File: src/rtl/fp32_pkg.sv
// +--------------------------------------------------------------------------+
// | fp32_pkg : binary32 field layout, constants and classification helpers   |
// | Revision : 1.0                                                           |
// +--------------------------------------------------------------------------+
`default_nettype none

package fp32_pkg;

  localparam int          EXP_W    = 8;
  localparam int          FRAC_W   = 23;
  localparam int          EXP_BIAS = 127;
  localparam logic [7:0]  EXP_MAX  = 8'hFF;
  localparam logic [31:0] QNAN     = 32'h7FC0_0000;
  localparam logic [31:0] POS_ZERO = 32'h0000_0000;

  typedef struct packed {
    logic              sign;
    logic [EXP_W-1:0]  exp;
    logic [FRAC_W-1:0] frac;
  } fp32_t;

  function automatic logic is_nan(input fp32_t f);
    return (f.exp == EXP_MAX) && (f.frac != '0);
  endfunction

  function automatic logic is_inf(input fp32_t f);
    return (f.exp == EXP_MAX) && (f.frac == '0);
  endfunction

endpackage

`default_nettype wire

File: src/rtl/fp32_lzc.sv
// +--------------------------------------------------------------------------+
// | fp32_lzc : 28-bit leading-zero counter (all-zero input counts as 28)     |
// | Revision : 1.0                                                           |
// +--------------------------------------------------------------------------+
`default_nettype none

module fp32_lzc (
  input  logic [27:0] v_i,
  output logic [4:0]  cnt_o
);

  // Later iterations overwrite earlier ones, so the highest set bit wins.
  always_comb begin
    cnt_o = 5'd28;
    for (int i = 0; i < 28; i++) begin
      if (v_i[i]) cnt_o = 5'(27 - i);
    end
  end

endmodule

`default_nettype wire

File: src/rtl/fp32_adder.sv
// +--------------------------------------------------------------------------+
// | fp32_adder : binary32 adder, round-to-nearest-even, one register stage.  |
// |   Define FP32_ADDER_FTZ_EN to flush subnormal inputs/results to zero.    |
// | Revision : 1.0                                                           |
// +--------------------------------------------------------------------------+
`default_nettype none

module fp32_adder
  import fp32_pkg::*;
(
  input  logic        clk,
  input  logic        rst,
  input  logic [31:0] a,
  input  logic [31:0] b,
  output logic [31:0] s
);

  fp32_t       fa, fb, fx, fy;
  logic        swap, sub;
  logic [7:0]  ex, ey, d;
  logic [23:0] mx, my;
  logic [26:0] my_ext, my_shr, my_al;
  logic        lost;
  logic [27:0] sum;
  logic [4:0]  lz, sh_raw;
  logic [7:0]  sh;
  logic [26:0] m;
  logic [9:0]  e, e_out;
  logic        inc;
  logic [24:0] mr;
  logic [22:0] frac_out;
  logic [31:0] s_d, s_q;

  assign fa   = a;
  assign fb   = b;
  assign swap = (b[30:0] > a[30:0]);
  assign fx   = swap ? fb : fa;
  assign fy   = swap ? fa : fb;
  assign sub  = fx.sign ^ fy.sign;

  // Subnormals use effective exponent 1 so they align against normals directly.
  assign ex = (fx.exp == 8'd0) ? 8'd1 : fx.exp;
  assign ey = (fy.exp == 8'd0) ? 8'd1 : fy.exp;
`ifdef FP32_ADDER_FTZ_EN
  assign mx = (fx.exp == 8'd0) ? 24'd0 : {1'b1, fx.frac};
  assign my = (fy.exp == 8'd0) ? 24'd0 : {1'b1, fy.frac};
`else
  assign mx = {fx.exp != 8'd0, fx.frac};
  assign my = {fy.exp != 8'd0, fy.frac};
`endif

  assign d      = ex - ey;
  assign my_ext = {my, 3'b000};
  assign my_shr = my_ext >> d;
  assign lost   = |(my_ext & ((27'd1 << d) - 27'd1));
  assign my_al  = (d >= 8'd27) ? {26'd0, |my} : {my_shr[26:1], my_shr[0] | lost};

  assign sum = sub ? ({1'b0, mx, 3'b000} - {1'b0, my_al})
                   : ({1'b0, mx, 3'b000} + {1'b0, my_al});

  fp32_lzc u_lzc (
    .v_i   (sum),
    .cnt_o (lz)
  );

  assign sh_raw = lz - 5'd1;

  always_comb begin
    m  = '0;
    e  = '0;
    sh = '0;
    if (sum[27]) begin
      m = {sum[27:2], sum[1] | sum[0]};
      e = {2'b00, ex} + 10'd1;
    end else begin
`ifdef FP32_ADDER_FTZ_EN
      sh = {3'b000, sh_raw};
`else
      // Never normalise below exponent 1; anything left unnormalised is subnormal.
      sh = ({3'b000, sh_raw} > (ex - 8'd1)) ? (ex - 8'd1) : {3'b000, sh_raw};
`endif
      m = sum[26:0] << sh;
      e = {2'b00, ex} - {2'b00, sh};
    end
  end

  assign inc = m[2] & (m[1] | m[0] | m[3]);
  assign mr  = {1'b0, m[26:3]} + {24'd0, inc};

  always_comb begin
    if (mr[24]) begin
      e_out    = e + 10'd1;
      frac_out = mr[23:1];
    end else begin
      e_out    = mr[23] ? e : 10'd0;
      frac_out = mr[22:0];
    end
  end

  always_comb begin
    s_d = POS_ZERO;
    if (is_nan(fa) || is_nan(fb) || (is_inf(fa) && is_inf(fb) && (fa.sign != fb.sign))) begin
      s_d = QNAN;
    end else if (is_inf(fa)) begin
      s_d = a;
    end else if (is_inf(fb)) begin
      s_d = b;
    end else if (sum == 28'd0) begin
      s_d = {~sub & fx.sign, 31'd0};
`ifdef FP32_ADDER_FTZ_EN
    end else if (e[9] || (e_out == 10'd0)) begin
      s_d = {fx.sign, 31'd0};
`endif
    end else if (e_out >= 10'd255) begin
      s_d = {fx.sign, EXP_MAX, 23'd0};
    end else begin
      s_d = {fx.sign, e_out[7:0], frac_out};
    end
  end

  always_ff @(posedge clk or posedge rst) begin
    if (rst) s_q <= POS_ZERO;
    else     s_q <= s_d;
  end

  assign s = s_q;

endmodule

`default_nettype wire

File: config.mk
export PLATFORM = sky130hd
export DESIGN_NAME = fp32_adder
export DESIGN_NICKNAME = d
export VERILOG_FILES = /design/src/rtl/fp32_pkg.sv /design/src/rtl/fp32_lzc.sv /design/src/rtl/fp32_adder.sv
export SDC_FILE = /design/constraint.sdc
export NUM_CORES = 1
export LEC_CHECK = 0
export CAP_MARGIN = 20
export CORE_MARGIN = 3
export CORE_UTILIZATION = 25
export DETAILED_ROUTE_END_ITERATION = 12
export GPL_TIMING_DRIVEN = 0
export PLACE_DENSITY = 0.38
export SYNTH_ARGS = -nofsm -noshare
export SYNTH_HDL_FRONTEND = slang
export SYNTH_SLANG_ARGS = --single-unit
File: constraint.sdc
create_clock -name clk -period 2.45 [get_ports clk]
set_input_delay 0.735 -clock clk [delete_from_list [all_inputs] [get_ports clk]]
set_output_delay 0.735 -clock clk [all_outputs]
set_load 0.005 [all_outputs]
; ---- After elaboration in Yosys (flattened, before gate mapping)
; Cells that the tools add are included.
[totals]
output_inout_bits = 32
register_bits = 32
input_bits = 66
[classes]
order_cmp = 4
reduce_logical = 19
shift = 3
n_addsub = 10
bitwise = 9
n_eq_ne = 3
mux = 45
[ops]
columns = operator, n
row1 = $mux 32, 6
row2 = $mux 5, 16
row3 = $mux 27, 2
row4 = $logic_not 23->1, 2
row5 = $reduce_bool 23->1, 2
row6 = $mux 4, 8
row7 = $gt 31x31->1, 1
row8 = $mux 31, 1
row9 = $mux 10, 3
row10 = $add 27x27->28, 1
row11 = $logic_not 28->1, 1
row12 = $mux 28, 1
row13 = $sub 27x27->28, 1
row14 = $and 27x27->27, 1
row15 = $reduce_or 27->1, 1
row16 = $shl 1x8->27 const A, 1
row17 = $shl 27x8->27, 1
row18 = $shr 27x8->27, 1
row19 = $sub 27x1->27 const B, 1
row20 = $add 24x1->25, 1
row21 = $mux 8, 3
row22 = $reduce_or 24->1, 1
row23 = $mux 23, 1
row24 = $eq 8x8->1 const B, 2
row25 = other kinds (19), 34

; ---- Logic depth before layout (Yosys ltp)
[logic_depth]
word_depth = 58
depth_mapped = 92

; ---- Modules after synthesis
; Synthesis repeated with hierarchy kept, for this count alone.
[hier_totals]
cells_unflattened = 2395
hier_area_um2 = 15280.9
[by_module_without_submodules]
columns = mod, cells_per_inst, n_inst, area_each_um2
row1 = fp32_adder, 2335, 1, 14944.3
row2 = fp32_lzc, 60, 1, 336.6

; ---- Worst setup path after synthesis
; No wires, ideal clock.
[synth_timing]
path_type = input to register
from = in a[26]
to = reg s_q[26] (netlist: s[26])
path_stages = 81
arrival_time_ns = 16.465
required_time_ns = 2.319
setup_time_ns = 0.131
path_slack_ns = -14.147
cell_sequence = inv_1 -> ha_1 -> a21oi_1 -> o21ai_0 -> a221oi_1 -> a21oi_1 -> nor2_1 -> buf_2 -> buf_4 -> clkbuf_1 -> clkbuf_1 -> buf_1 -> clkbuf_1 -> o211ai_1 -> ha_1 -> fa_1 -> xor2_1 -> buf_2 -> [... 45 more ...] -> ha_1 -> nor2b_1 -> o21ai_0 -> nand2b_1 -> and2_1 -> o21ai_0 -> nand2b_1 -> xor2_1 -> nor2_1 -> a21oi_1 -> and2_1 -> and3_1 -> nand2_1 -> o41a_1 -> nand3_1 -> nand2_1 -> buf_2 -> or3_1
[synth_via]
elab_chain_len = 58
word_cells_on_any_way = 82
cone_classes = 10 x add/sub / 4 x order compare / 1 x eq/ne / 3 x shift / 44 x mux / 7 x bitwise / 13 x reduce/logical
[synth_rtl]
columns = element, line_no
row1 = from (decl), fp32_adder.sv:13  ; input logic [31:0] a,
row2 = $gt 31x31->1, fp32_adder.sv:36  ; assign swap = (b[30:0] > a[30:0]);
row3 = "$mux 32, on equally long branches", "fp32_adder.sv:37, fp32_adder.sv:38"
row4 = "$logic_not 8->1, on equally long branches", "fp32_adder.sv:42, fp32_adder.sv:43"
row5 = "$mux 8, on equally long branches", "fp32_adder.sv:42, fp32_adder.sv:43"
row6 = $sub 8x8->8, fp32_adder.sv:52  ; assign d = ex - ey;
row7 = $shl 1x8->27, fp32_adder.sv:55  ; assign lost = |(my_ext & ((27'd1 << d) - 27'd1));
row8 = $sub 27x1->27, fp32_adder.sv:55
row9 = $and 27x27->27, fp32_adder.sv:55
row10 = [... 43 more ...], n/a
row11 = $mux 10, fp32_adder.sv:91  ; if (mr[24]) begin
row12 = $ge 10x8->1, fp32_adder.sv:114  ; end else if (e_out >= 10'd255) begin
row13 = $mux 31, fp32_adder.sv:114
row14 = $mux 32, fp32_adder.sv:108  ; end else if (sum == 28'd0) begin
row15 = $mux 32, fp32_adder.sv:106  ; end else if (is_inf(fb)) begin
row16 = $mux 32, fp32_adder.sv:104  ; end else if (is_inf(fa)) begin
row17 = $mux 32 (*), fp32_adder.sv:102  ; if (is_nan(fa) || is_nan(fb) || (is_inf(fa) && is_inf(fb) && (fa.sign != fb.sign))) begin
row18 = via s_d[26], fp32_adder.sv:32  ; logic [31:0] s_d, s_q;
row19 = to (signal assigned), fp32_adder.sv:122  ; if (rst) s_q <= POS_ZERO;
row20 = to (signal assigned), fp32_adder.sv:123  ; else s_q <= s_d;
row21 = to (decl), fp32_adder.sv:32
; Mark *: on every way through the listed nets, which the timed path passes. The rest lies on a longest branch.

; ---- Final worst setup path
[layout_timing]
from = in a[11]
to = reg s_q[12] (netlist: s[12])
; The elaborated chain is that of the path after synthesis.

==> metrics.cfg <==
[detailed_routing]
routed_wl_um=83400
num_vias=19000
drcViolationCount=0
ant_nets=0
vias_per_cell=5.93
drt-pass1-iter-count=8
drtIter0Drc=1593
wl_per_cell_um=26.0

[global_route]
grt_usage_pct=26.8
use_met3_pct=3.24
grt_util_met2_pct=43.7
antenna_found_initial=1
first_global_vias=18500
grt_busiest_layer=met2
use_met1_pct=38.2
grt_pass1_wl_um=122000
grt_overflow_total=0
grt_max_degree=25

[synth]
ys_seq_elements=32
synth-seq-area-share_pct=5.71
ys_warn_count=0
synth_most_common_cell=nand2_1
ys.flop_type=dfrtp_1
synth_edf_count=0
synthCells=2089
postSynthAreaPerCell_um2=6.71
yosys-top-cells-area=ha_1, nand2_1, a21oi_1
synth_common_cells=nand2_1, nor2_1, a21oi_1
synth_top_area_share_pct=9.37
ys_async_sr_fraction_pct=100
ys_types=109
yosys.area.top_type=ha_1
netlist_area_um2=14000

[worst_setup_path]
cp-startpoint=a[11]
cpMostUsedCell=buf_6
crit_family=compound AO/OA/AOI/OAI gates
slowest_delay_ps=570
required_ps=2630
slowest_stage=or4b_4
worstSetupPathType=in2reg
start_kind=input port
cp_max_fo=7
critPathArrivalTime_ps=15330
crit_path_end_kind=register
path_buf_inv=22

[clock_network]
cts_root_buf=clkbuf_16
cts_hold_buf=0
cts_buffer_depth=2
cts_tree=yes
cts_buffers=5
cts.htree.levels=2
clock_sinks=32
clk_pin_slew_ps=50

[sta]
fmaxAchievable_mhz=66.0
fin_crit_ps=15150
finalHoldViolations=0
setup_ws_ps=-12700
finalMaxSlewViolations=0
relSlewSlack_pct=8.40
setup_viol=32
finalCritPeriodShare_pct=618
rsz0062_at_grt=true
worst_pin_slew_ps=1360

[power]
comb_power_share_pct=93.6
p_clk_share_pct=2.6
p_leak_nw=8.76
internal-power_mw=11.0
powerDensity_nw_per_um2=1090
p_seq_share_pct=3.8
p_sw_mw=12.8
netSwitchingFraction_pct=53.8
vdd_ir_drop_max_uv=508

[placement]
post-place-ws_ps=-18180
place_congestion=0.964
io_buffer_count=97
hpwl_um=65100

[status]
status=complete, but fails checks
violations=negative setup slack

[die]
core_region_area_um2=55300
die_h_um=243
start_util_pct=25.3
die_w_um=243
die_area_um2=58900
placementRows=86
io_pins=98

[cells_and_area]
post-route-util_pct=39.5
drive_gt1_share_pct=36.2
fin_nets=2638
multi_input_area_um2=14900
fillers=5885
syn_to_final_growth_pct=55.9
num_antenna_cells=0
seqCellArea_um2=801
largest_reg_flops=32

[flow_run]
drv_cap=0

[worst_hold_path]
hp-class=in2async

## what timing repair did
action | 4_1_cts | 5_1_grt
pin swaps | 163 | 141
gates resized for setup | 722 | 188
endpoints found under the setup margin | 32 | 32
gates cloned | 7 | 1
buffers inserted | 195 | 80
## worst paths after layout
path,depth (start not counted),endpoint
setup / recovery,79,s[12]$_DFF_PP0_
hold / removal,2,s[9]$_DFF_PP0_
max in group asynchronous,3,s[27]$_DFF_PP0_
min in group clk,5,s[28]$_DFF_PP0_
## cells by family after synthesis
family | count (synthesis) | synth area share, %
AO/OA/AOI/OAI | 699 | 34.7
XOR/XNOR | 50 | 3.12
adder cells (fa/ha/maj) | 108 | 9.80
buffers and inverters | 242 | 7.00
flip-flops | 32 | 5.71
multiplexers | 100 | 9.27
other | 1 | 0.0268
AND/OR/NAND/NOR | 857 | 30.4
## final cells by class
class / instances / share of cell area, %
plain buffers: 116 / 5.02
clock buffers: 6 / 0.636
clock inverters: 2 / 0.0458
inverters: 116 / 2.39
multi-input cells: 1816 / 68.4
flip-flops and latches: 32 / 3.66
well taps: 748 / 4.28
repair buffers: 376 / 15.5
repair inverters: 1 / 0.0401
## metal layers
metal / vias up / share of wire (%) / wire, µm
li1: 8712 / - / -
met4: 2 / 2.4 / 1980
met3: 117 / 6.2 / 5180
met1: 9472 / 46 / 38400
met2: 740 / 45 / 37800
met5: - / 0.023 / 19
## through the flow
step           total power [mW]  TNS [ps]  cell area (µm²)  hold slack (ps)  std cells
2_1_floorplan              11.3   -374420            14800              851       2090
3_3_place_gp               16.4   -572420            16700             1410       2935
3_5_place_dp               16.3   -570200            16700             1050       2938
4_1_cts                    21.6   -397400            20400              749       3138
5_1_grt                    25.1   -418680            21800              783       3213
6_report                   23.8   -400680            21800              747       3213
## power groups by stage
stage / clock network [mW] / registers, mW / logic [mW]
global route: 0.672 / 0.930 / 23.5
finish: 0.627 / 0.896 / 22.3
detailed placement: 0 / 0.913 / 15.4
CTS: 0.644 / 0.902 / 20.0
floorplan: 0 / 0.933 / 10.3
global placement: 0 / 0.901 / 15.5
## cells in the final DEF (no fill, tap or decap), types with 14 or more instances in the layout
cell / instances
dfrtp_1: 32
inv_1: 74
or3_1: 24
nor3_1: 69
nand3_1: 65
o31ai_1: 18
a21oi_2: 31
a21oi_1: 122
nand2b_1: 18
o21ai_0: 108
o21ai_1: 19
clkbuf_1: 30
mux4_2: 22
inv_2: 18
o211ai_1: 29
nand4_1: 35
and2_1: 14
ha_4: 32
o21a_1: 16
a211oi_1: 19
buf_8: 16
buf_4: 246
a21o_1: 29
clkdlybuf4s50_1: 35
ha_1: 69
nor2_1: 186
nand2_2: 15
nor4_1: 18
inv_4: 14
buf_6: 54
a31oi_1: 23
xnor2_1: 37
buf_12: 23
buf_2: 25
mux2i_1: 51
nand2_1: 215
nor4_4: 20
No activity file was read; power rests on OpenSTA's default activity.
